==> src/rtl/wts_wave_reader_5ch_pkg.sv <==
// Shared widths, slot constants and pipeline payload types for the 5-channel wave reader.
package wts_wave_reader_5ch_pkg;

  localparam int unsigned CH_NUM     = 5;
  localparam int unsigned SLOT_W     = 3;
  localparam int unsigned SAMPLE_W   = 8;
  localparam int unsigned VOL_W      = 4;
  localparam int unsigned OUT_W      = 15;
  localparam int unsigned IDLE_SLOT  = 5;
  localparam int unsigned WADDR_W    = 7;
  localparam int unsigned RAM_ADDR_W = SLOT_W + WADDR_W;
  localparam int unsigned PROD_W     = SAMPLE_W + VOL_W;
  localparam int unsigned SEL_W      = VOL_W + 1;

  typedef struct packed {
    logic              vld;
    logic [SLOT_W-1:0] ch;
  } slot_t;

  // Sign-extend a channel product to accumulator width.
  function automatic logic [OUT_W-1:0] sext_prod(input logic [PROD_W-1:0] p);
    return {{(OUT_W-PROD_W){p[PROD_W-1]}}, p};
  endfunction

endpackage

==> src/rtl/wts_wave_reader_5ch_if.sv <==
// Tone-generator, register, wave-RAM and mixed-output signals of the wave reader.
interface wts_wave_reader_5ch_if;
  import wts_wave_reader_5ch_pkg::*;

  logic [SLOT_W-1:0]     active;
  logic [WADDR_W-1:0]    wave_address;
  logic [VOL_W-1:0]      reg_volume_a;
  logic [VOL_W-1:0]      reg_volume_b;
  logic [VOL_W-1:0]      reg_volume_c;
  logic [VOL_W-1:0]      reg_volume_d;
  logic [VOL_W-1:0]      reg_volume_e;
  logic [CH_NUM-1:0]     reg_enable;
  logic [RAM_ADDR_W-1:0] ram_address;
  logic                  ram_rd;
  logic [SAMPLE_W-1:0]   ram_rdata;
  logic [OUT_W-1:0]      sound_out;
  logic                  sound_valid;

  modport master (
    output active, wave_address, reg_volume_a, reg_volume_b, reg_volume_c,
           reg_volume_d, reg_volume_e, reg_enable, ram_rdata,
    input  ram_address, ram_rd, sound_out, sound_valid
  );

  modport slave (
    input  active, wave_address, reg_volume_a, reg_volume_b, reg_volume_c,
           reg_volume_d, reg_volume_e, reg_enable, ram_rdata,
    output ram_address, ram_rd, sound_out, sound_valid
  );

endinterface

==> src/rtl/wts_wave_reader_5ch_selector.sv <==
// Six-input mux selecting a per-channel field by slot index; slots 6..7 read as 0.
module wts_selector
  import wts_wave_reader_5ch_pkg::*;
#(
  parameter int unsigned WIDTH = SEL_W
) (
  input  logic [SLOT_W-1:0] sel_i,
  input  logic [WIDTH-1:0]  in0_i,
  input  logic [WIDTH-1:0]  in1_i,
  input  logic [WIDTH-1:0]  in2_i,
  input  logic [WIDTH-1:0]  in3_i,
  input  logic [WIDTH-1:0]  in4_i,
  input  logic [WIDTH-1:0]  in5_i,
  output logic [WIDTH-1:0]  out_o
);

  always_comb begin
    out_o = '0;
    case (sel_i)
      3'd0:    out_o = in0_i;
      3'd1:    out_o = in1_i;
      3'd2:    out_o = in2_i;
      3'd3:    out_o = in3_i;
      3'd4:    out_o = in4_i;
      3'd5:    out_o = in5_i;
      default: out_o = '0;
    endcase
  end

endmodule

==> src/rtl/wts_wave_reader_5ch.sv <==
// Wave reader: issues wave-RAM reads per channel slot, scales samples by volume and
// mixes the five channels into one sample per round.
module wts_wave_reader_5ch
  import wts_wave_reader_5ch_pkg::*;
(
  input  logic                  clk,
  input  logic                  reset,
  wts_wave_reader_5ch_if.slave  bus
);

  logic [RAM_ADDR_W-1:0] ram_address_q, ram_address_d;
  logic                  ram_rd_q, ram_rd_d;
  logic [SLOT_W-1:0]     k1_q, k1_d;
  slot_t                 s2_q, s2_d;
  logic [OUT_W-1:0]      acc_q, acc_d;
  logic [OUT_W-1:0]      sound_q, sound_d;
  logic                  sound_valid_q, sound_valid_d;
  logic                  armed_q, armed_d;

  logic [SEL_W-1:0]      sel_data;
  logic                  ch_en;
  logic [VOL_W-1:0]      ch_vol;
  logic [PROD_W-1:0]     prod_raw;
  logic [PROD_W-1:0]     product;
  logic [OUT_W-1:0]      product_ext;

  // Volume and enable are picked for the channel whose sample is returning now.
  wts_selector #(.WIDTH(SEL_W)) u_sel (
    .sel_i (s2_q.ch),
    .in0_i ({bus.reg_enable[0], bus.reg_volume_a}),
    .in1_i ({bus.reg_enable[1], bus.reg_volume_b}),
    .in2_i ({bus.reg_enable[2], bus.reg_volume_c}),
    .in3_i ({bus.reg_enable[3], bus.reg_volume_d}),
    .in4_i ({bus.reg_enable[4], bus.reg_volume_e}),
    .in5_i ('0),
    .out_o (sel_data)
  );

  assign ch_en       = sel_data[VOL_W];
  assign ch_vol      = sel_data[VOL_W-1:0];
  assign prod_raw    = {{VOL_W{bus.ram_rdata[SAMPLE_W-1]}}, bus.ram_rdata}
                     * {{SAMPLE_W{1'b0}}, ch_vol};
  assign product     = ch_en ? prod_raw : '0;
  assign product_ext = sext_prod(product);

  always_ff @(posedge clk or posedge reset) begin
    if (reset) begin
      ram_address_q <= '0;
      ram_rd_q      <= 1'b0;
      k1_q          <= '0;
      s2_q          <= '0;
      acc_q         <= '0;
      sound_q       <= '0;
      sound_valid_q <= 1'b0;
      armed_q       <= 1'b0;
    end else begin
      ram_address_q <= ram_address_d;
      ram_rd_q      <= ram_rd_d;
      k1_q          <= k1_d;
      s2_q          <= s2_d;
      acc_q         <= acc_d;
      sound_q       <= sound_d;
      sound_valid_q <= sound_valid_d;
      armed_q       <= armed_d;
    end
  end

  // Stage 1 issues the read; stage 2 scales and mixes. armed_q blocks output until a
  // channel-A load has happened since reset, so partial pre-reset rounds never emit.
  always_comb begin
    ram_address_d = ram_address_q;
    ram_rd_d      = 1'b0;
    k1_d          = k1_q;
    s2_d          = '{vld: ram_rd_q, ch: k1_q};
    acc_d         = acc_q;
    sound_d       = sound_q;
    sound_valid_d = 1'b0;
    armed_d       = armed_q;

    if (bus.active < SLOT_W'(IDLE_SLOT)) begin
      ram_address_d = {bus.active, bus.wave_address};
      ram_rd_d      = 1'b1;
      k1_d          = bus.active;
    end

    if (s2_q.vld) begin
      if (s2_q.ch == '0) begin
        acc_d   = product_ext;
        armed_d = 1'b1;
      end else begin
        acc_d = acc_q + product_ext;
      end
      if ((s2_q.ch == SLOT_W'(CH_NUM - 1)) && armed_q) begin
        sound_d       = acc_q + product_ext;
        sound_valid_d = 1'b1;
      end
    end
  end

  assign bus.ram_address = ram_address_q;
  assign bus.ram_rd      = ram_rd_q;
  assign bus.sound_out   = sound_q;
  assign bus.sound_valid = sound_valid_q;

endmodule

==> src/flat_wrapper.sv <==
// flat-port wrapper written by rule: the top's interface ports become plain ports
module wts_wave_reader_5ch_flat import wts_wave_reader_5ch_pkg::*;
  (clk, reset, bus_active, bus_wave_address, bus_reg_volume_a, bus_reg_volume_b, bus_reg_volume_c, bus_reg_volume_d, bus_reg_volume_e, bus_reg_enable, bus_ram_rdata, bus_ram_address, bus_ram_rd, bus_sound_out, bus_sound_valid);
  wts_wave_reader_5ch_if bus_i ();
  input  logic clk;
  input  logic reset;
  input wire logic [$bits(bus_i.active)-1:0] bus_active;
  input wire logic [$bits(bus_i.wave_address)-1:0] bus_wave_address;
  input wire logic [$bits(bus_i.reg_volume_a)-1:0] bus_reg_volume_a;
  input wire logic [$bits(bus_i.reg_volume_b)-1:0] bus_reg_volume_b;
  input wire logic [$bits(bus_i.reg_volume_c)-1:0] bus_reg_volume_c;
  input wire logic [$bits(bus_i.reg_volume_d)-1:0] bus_reg_volume_d;
  input wire logic [$bits(bus_i.reg_volume_e)-1:0] bus_reg_volume_e;
  input wire logic [$bits(bus_i.reg_enable)-1:0] bus_reg_enable;
  input wire logic [$bits(bus_i.ram_rdata)-1:0] bus_ram_rdata;
  output wire logic [$bits(bus_i.ram_address)-1:0] bus_ram_address;
  output wire logic [$bits(bus_i.ram_rd)-1:0] bus_ram_rd;
  output wire logic [$bits(bus_i.sound_out)-1:0] bus_sound_out;
  output wire logic [$bits(bus_i.sound_valid)-1:0] bus_sound_valid;
  assign bus_i.active = bus_active;
  assign bus_i.wave_address = bus_wave_address;
  assign bus_i.reg_volume_a = bus_reg_volume_a;
  assign bus_i.reg_volume_b = bus_reg_volume_b;
  assign bus_i.reg_volume_c = bus_reg_volume_c;
  assign bus_i.reg_volume_d = bus_reg_volume_d;
  assign bus_i.reg_volume_e = bus_reg_volume_e;
  assign bus_i.reg_enable = bus_reg_enable;
  assign bus_i.ram_rdata = bus_ram_rdata;
  assign bus_ram_address = bus_i.ram_address;
  assign bus_ram_rd = bus_i.ram_rd;
  assign bus_sound_out = bus_i.sound_out;
  assign bus_sound_valid = bus_i.sound_valid;
  wts_wave_reader_5ch u_core (.clk(clk), .reset(reset), .bus(bus_i));
endmodule
==> config.mk <==
export PLATFORM = sky130hd
export DESIGN_NAME = wts_wave_reader_5ch_flat
export DESIGN_NICKNAME = d
export VERILOG_FILES = /design/src/rtl/wts_wave_reader_5ch_pkg.sv /design/src/rtl/wts_wave_reader_5ch_if.sv /design/src/rtl/wts_wave_reader_5ch_selector.sv /design/src/rtl/wts_wave_reader_5ch.sv /design/src/flat_wrapper.sv
export SDC_FILE = /design/constraint.sdc
export NUM_CORES = 1
export LEC_CHECK = 0
export ABC_AREA = 1
export CAP_MARGIN = 15
export CORE_MARGIN = 1.5
export CORE_UTILIZATION = 40
export CTS_CLUSTER_SIZE = 30
export DETAILED_ROUTE_END_ITERATION = 6
export PLACE_DENSITY = 0.66
export SLEW_MARGIN = 10
export SYNTH_ARGS = -nofsm -noshare
export SYNTH_HDL_FRONTEND = slang
export SYNTH_SLANG_ARGS = --single-unit
export TNS_END_PERCENT = 30
==> constraint.sdc <==
create_clock -name clk -period 6.1 [get_ports clk]
set_input_delay 1.22 -clock clk [delete_from_list [all_inputs] [get_ports clk]]
set_output_delay 1.22 -clock clk [all_outputs]
set_load 0.005 [all_outputs]
# --- Word-level counts from Yosys, hierarchy flattened ---
# Index checks and enable logic that the tools add are counted.
op_classes:
  multipliers: 1
  n_reduce_logical: 4
  addsub: 1
  bitwise_logic: 0
  eq_ne: 4
  order_cmp: 1
  div_mod_pow: 0
  muxes: 6
  shifts: 0
op_table:
  columns: ["cell", "n"]
  rows:
  - ["case mux 5 bit (5 select lines)", 1]
  - ["adder 15 bit", 1]
  - ["2-to-1 mux 15 bit", 1]
  - ["multiplier 8 x 5 -> 12 bit", 1]
  - ["2-to-1 mux 12 bit", 1]
  - ["== test 3 x 2 -> 1 bit (second input constant)", 2]
  - ["AND reduction 2 bit", 2]
  - ["== test 3 x 1 -> 1 bit (second input constant)", 1]
  - ["== test 3 bit (second input constant)", 1]
  - ["logical NOT 3 bit", 1]
  - ["< comparator 3 bit (second input constant)", 1]
  - ["2-to-1 mux 1 bit", 3]
  - ["logical AND 1 bit", 1]
word_totals:
  output_inout_bits: 27
  mem_bits_rw: 0
  mem_bits_ro: 0
  latch_bits: 0
  ff_bits: 50
  mem_count: 0
  elab_cells: 26

# --- Longest topological paths before layout ---
logic_depth:
  word_depth: 6
  mapped_depth: 34
  depth_no_buf: 34

# --- By module ---
# Synthesis repeated with hierarchy kept, for this count alone.
unflattened:
  cells_unflattened: 579
  hier_area_um2: 4331.7
by_module_without_submodules:
  columns: ["mod", "cells_per_inst", "area_each_um2", "instances"]
  rows:
  - ["wts_wave_reader_5ch", 512, 4008.8, 1]
  - ["wts_selector", 67, 322.8, 1]

# --- Worst setup path before layout ---
# No wires, ideal clock.
synth_path:
  kind: "input to register"
  startpoint: "input port bus_reg_volume_e[3]"
  endpoint: "register u_core.acc_q[13]"
  slack_ps: 36
  setup_ps: 73
  required_time_ps: 6027
  cell_stages: 28
  path_buffers: 0
  arrival_ps: 5991
  cell_sequence: "a22o_1 -> a221oi_1 -> a21boi_2 -> nor2_1 -> ha_1 -> inv_1 -> fa_1 -> fa_1 -> inv_1 -> ha_1 -> nand2_1 -> nand2_1 -> a31o_2 -> or2_2 -> nand3_1 -> inv_1 -> ha_1 -> inv_1 -> nor3_1 -> nand3_1 -> nand3_1 -> nand2_1 -> nand2_1 -> o21ai_0 -> o21ai_0 -> xor2_1 -> nand2_1 -> a21oi_2"
synth_via:
  elab_chain_len: 5
synth_lines:
  columns: ["item", "line", "text"]
  rows:
  - ["start: declaration", "flat_wrapper.sv:13", "input wire logic [$bits(bus_i.reg_volume_e)-1:0] bus_reg_volume_e;"]
  - ["case mux 5 bit (5 select lines) (*)", "wts_wave_reader_5ch_selector.sv:19", "case (sel_i)"]
  - ["multiplier 8 x 5 -> 12 bit (*)", "wts_wave_reader_5ch.sv:42", "* {{SAMPLE_W{1'b0}}, ch_vol};"]
  - ["2-to-1 mux 12 bit (*)", "wts_wave_reader_5ch.sv:43", "assign product = ch_en ? prod_raw : '0;"]
  - ["adder 15 bit", "wts_wave_reader_5ch.sv:91", "acc_d = acc_q + product_ext;"]
  - ["2-to-1 mux 15 bit (*)", "wts_wave_reader_5ch.sv:87", "if (s2_q.ch == '0) begin"]
  - ["end signal: assignment", "wts_wave_reader_5ch.sv:52", "acc_q <= '0;"]
  - ["end signal: assignment", "wts_wave_reader_5ch.sv:61", "acc_q <= acc_d;"]
  - ["end: declaration", "wts_wave_reader_5ch.sv:15", "logic [OUT_W-1:0] acc_q, acc_d;"]
# Mark *: on every way between the ends. The rest lies on a longest branch, timed or not.
# A chain may end at the register's enable or synchronous reset.

# --- Final worst setup path ---
layout_path:
  startpoint: "input port bus_reg_volume_b[2]"
  endpoint: "register u_core.acc_q[10]"
layout_via:
  elab_chain_len: 5
layout_lines:
  columns: ["item", "line", "text"]
  rows:
  - ["start: declaration", "flat_wrapper.sv:10", "input wire logic [$bits(bus_i.reg_volume_b)-1:0] bus_reg_volume_b;"]
  - ["case mux 5 bit (5 select lines) (*)", "wts_wave_reader_5ch_selector.sv:19", null]
  - ["multiplier 8 x 5 -> 12 bit (*)", "wts_wave_reader_5ch.sv:42", null]
  - ["2-to-1 mux 12 bit (*)", "wts_wave_reader_5ch.sv:43", null]
  - ["adder 15 bit", "wts_wave_reader_5ch.sv:91", null]
  - ["2-to-1 mux 15 bit (*)", "wts_wave_reader_5ch.sv:87", null]
# Marks and branches as above.

==> results by group <==
Run status
  • Run status: finished, final reports clean

Synth
  • Top_reg_cell synth: dfrtp_1
  • Warnings from Yosys: 0
  • Mux cell area share after synthesis: 0.02607
  • Mapped Nets: 596
  • Yosys reg bits: 47
  • Simple-gate share of the synthesized area: 0.2379
  • Avg Cell Area, Syn: between 7 and 8 um^2
  • Library cells used by synthesis: 40
  • Gate Count Post-Synth: roughly 500
  • Synth Area in XOR/XNOR: 0.02704
  • Register area share after synthesis: 0.3025
  • Post-synth EDFFs: 0
  • Synth area leaders: dfrtp_1, nand2_1, ha_1
  • Leading area contributor after synthesis: dfrtp_1
  • Largest family of logic cells by synthesized area: simple AND/OR/NAND/NOR gates
  • Netlist Area Pre-Place: roughly 4000 um^2
  • Compound-Gate Fraction of Synth Area: 0.1143
  • Share of the synthesized area in the top cell type: 0.3025
  • Area share of fa/ha/maj cells after synthesis: 0.2002
  • Asr flop ratio synth: 1.000

Final layout
  • N_diodes: 0
  • Util after Layout: 0.6087
  • Nets: 729
  • Area taken by multi-input logic gates: 2738 um^2
  • P&R area growth vs syn: 46.06%
  • Share of layout cells above drive strength 1: 0.2801
  • Register Area: 1176 um^2
  • # fillers: between 700 and 800

Clock network
  • CTS max path bufs: 2
  • Clock-pin slew on the worst setup and hold paths: approximately 100 ps
  • H-tree depth: 2
  • Worst-Skew Late Latency: 300 ps
  • CTS Hold Bufs: 0
  • Num CTS Buffers: 5
  • Clock tree from TritonCTS: done
  • CTS sink count: 47
  • Clock root cell: clkbuf_8

Detailed routing
  • Via density: approximately 5
  • Total Wirelength: 10,420 um
  • Router iterations before antenna repair: 4
  • Average wire per standard cell: between 10 and 15 um
  • Initial DRC count: between 150 and 200
  • Vias: 3,748
  • DRC Markers: 0
  • ANT nets after route: 0

GRT
  • Largest net degree at the start of global routing: 48
  • First-pass GRT wire length: 16,730 um
  • GR Util All Layers: 0.2039
  • Vias in the first global route: 3,794
  • Grt ovf: 0
  • Initial antenna violation count: 0

Pwr
  • Sequential power share: 0.221
  • Part of the power in combinational logic: 0.687
  • Power Dens Cells: between 300 and 400 nW/um^2
  • Internal power: 1.288 mW
  • P_sw: 0.9520 mW
  • Max rail drop VDD: about 170 uV
  • Clock Power Share: 0.091
  • Leak Pwr: 2.902 nW
  • Sw Share: 0.4251

STA
  • WHS: 385.7 ps
  • Final Cycle Share: 0.9698
  • Hold Vio Cnt, Final: 0
  • Slew Limit Fails: 0
  • Slew @ Worst Pin: between 900 and 1000 ps
  • Endpoints failing setup: 0
  • Peak Freq: approximately 170 MHz
  • Worst slew margin: 0.3327
  • Minimum clock period: approximately 5900 ps
  • Clk_skew: 9.483 ps

Die
  • Die H: 101.6 um
  • # IOs: a little over 70
  • Initial Util: 0.4168
  • Full die area: 10,320 um^2
  • Die X: 101.6 um
  • CORE AREA: 9328 um^2
  • Row count: 35

Job
  • Maxcap violations: 0

Worst setup path
  • Slowest cell delay on critical path: 540 ps
  • CP endpoint kind: flip-flop
  • WP data arrival: 6150 ps
  • Critical path peak fanout: 6
  • Critical path required time: about 6300 ps
  • Most used cell, CP: buf_4
  • Critical path startpoint category: primary input
  • Slowest cell on crit path: fa_1
  • Crit path kind: primary input to flip-flop

Placed design
  • HPWL after DPL: 7679 um
  • Final GP Congestion: 0.9404
  • Port buffer count: 71

Min path
  • Hold Crit Class: flip-flop to flip-flop
## power groups by stage
stage | clock (mW) | combinational, mW | sequential (mW)
2_1_floorplan | 0 | 0.699 | 0.483
3_3_place_gp | 0 | 1.17 | 0.484
3_5_place_dp | 0 | 1.20 | 0.487
4_1_cts | 0.211 | 1.35 | 0.487
5_1_grt | 0.223 | 1.69 | 0.509
6_report | 0.204 | 1.54 | 0.496
## sequential cells by signal (all words and copies together) (netlist names)
register and cells:
u_core.k1_q 3, u_core.armed_q 1, u_core.bus.ram_address 7, u_core.acc_q 15, u_core.s2_q 4, u_core.bus.ram_rd 1
u_core.bus.sound_out 15, u_core.bus.sound_valid 1
## Yosys cell counts (5+ instances only)
cell type    n
ha_1        35
fa_1        17
a21oi_1     20
inv_1       87
o211ai_1     5
dfrtp_1     47
nand2_1    118
nor2_1      48
nand2_2      7
o21ai_0     13
nand3_1     22
mux2_2       9
xor2_1       9
nand4_1      7
## metrics by stage
| stage | cells | worst slack (ps) | TNS (ps) | area (um^2) | total power [mW] |
|---|---|---|---|---|---|
| 2_1_floorplan | 499 | 35.85 | 0 | 3887 | 1.182 |
| 3_3_place_gp | 737 | -644.0 | -7932 | 5059 | 1.657 |
| 3_5_place_dp | 737 | -824.5 | -10070 | 5059 | 1.683 |
| 4_1_cts | 750 | 6.577 | 0 | 5403 | 2.045 |
| 5_1_grt | 761 | -28.66 | -53.91 | 5678 | 2.422 |
| 6_report | 761 | 184.5 | 0 | 5678 | 2.240 |
## final cells by class
class	instances	area share
clock buffer	6	0.01454
clock inverter	1	0.001543
inverter	91	0.06016
multi-input combinational	357	0.4822
sequential	47	0.2071
tap	129	0.02843
timing repair buffer	130	0.2060
## cells in the final DEF, fill, tap and decap left out, types with 3 or more instances in the layout
cell | netlist | layout
nand2_1 | 118 | 102
inv_1 | 87 | 81
clkdlybuf4s50_1 | 0 | 66
buf_4 | 0 | 58
dfrtp_1 | 47 | 47
nor2_1 | 48 | 38
ha_1 | 35 | 24
nand2_2 | 7 | 22
a21oi_2 | 4 | 16
nand3_1 | 22 | 16
fa_1 | 17 | 16
ha_4 | 0 | 11
inv_2 | 4 | 10
xor2_1 | 9 | 9
mux2_2 | 9 | 9
o21ai_0 | 13 | 8
nand3_2 | 2 | 8
nor2_2 | 2 | 8
a21oi_1 | 20 | 7
nand4_1 | 7 | 7
o21ai_1 | 4 | 6
clkbuf_8 | 0 | 6
nor2_4 | 1 | 5
o211ai_1 | 5 | 5
dlymetal6s2s_1 | 0 | 5
a21o_1 | 4 | 4
o21ai_2 | 1 | 4
or2_2 | 4 | 4
nor3_2 | 2 | 3
o221ai_1 | 3 | 3
## cell families after synthesis
| family | Yosys count |
|---|---|
| AO/OA/AOI/OAI | 68 |
| XOR/XNOR | 12 |
| adder cells (fa/ha/maj) | 52 |
| buffers and inverters | 95 |
| flip-flops | 47 |
| multiplexers | 9 |
| AND/OR/NAND/NOR | 216 |
## per-layer routing
metal	global-route usage	vias up	share of wire
met5	0	-	0
met4	0.05769	0	0.0083
met3	0.03934	6	0.049
met2	0.3769	98	0.53
met1	0.2388	1783	0.41
li1	-	1861	-
## path summary, 6_finish.rpt
| check | start | endpoint | slack, ps | cells after the start |
|---|---|---|---|---|
| setup / recovery | bus_reg_volume_b[2] | u_core.acc_q[10] | 180 | 27 |
| hold / removal | u_core.bus.ram_rd | u_core.s2_q[3] | 390 | 0 |
| setup reg to reg | u_core.s2_q[0] | u_core.acc_q[10] | 520 | 29 |
| hold reg to reg | u_core.bus.ram_rd | u_core.s2_q[3] | 390 | 0 |
| max in group asynchronous | reset | u_core.acc_q[6] | 4020 | 2 |
| min in group asynchronous | reset | u_core.bus.sound_out[12] | 1470 | 2 |
## critical path: cells and delay by family
family,cells,cell delay [ps]
xor gates and xnor gates,1,200
AOI/OAI and AO/OA,7,1170
adders and majority gates,5,1800
buffers and inverters,7,1040
and+or+nand+nor,7,700
## what timing repair did
item / 4_1_cts / 5_1_grt
hold endpoints to repair: 0 / 0
endpoints found under the setup margin: 16 / 14
buffers inserted: 6 / 11
resized for setup: 42 / 48
pin swaps: 17 / 50
(Power assumes the default switching activity.)
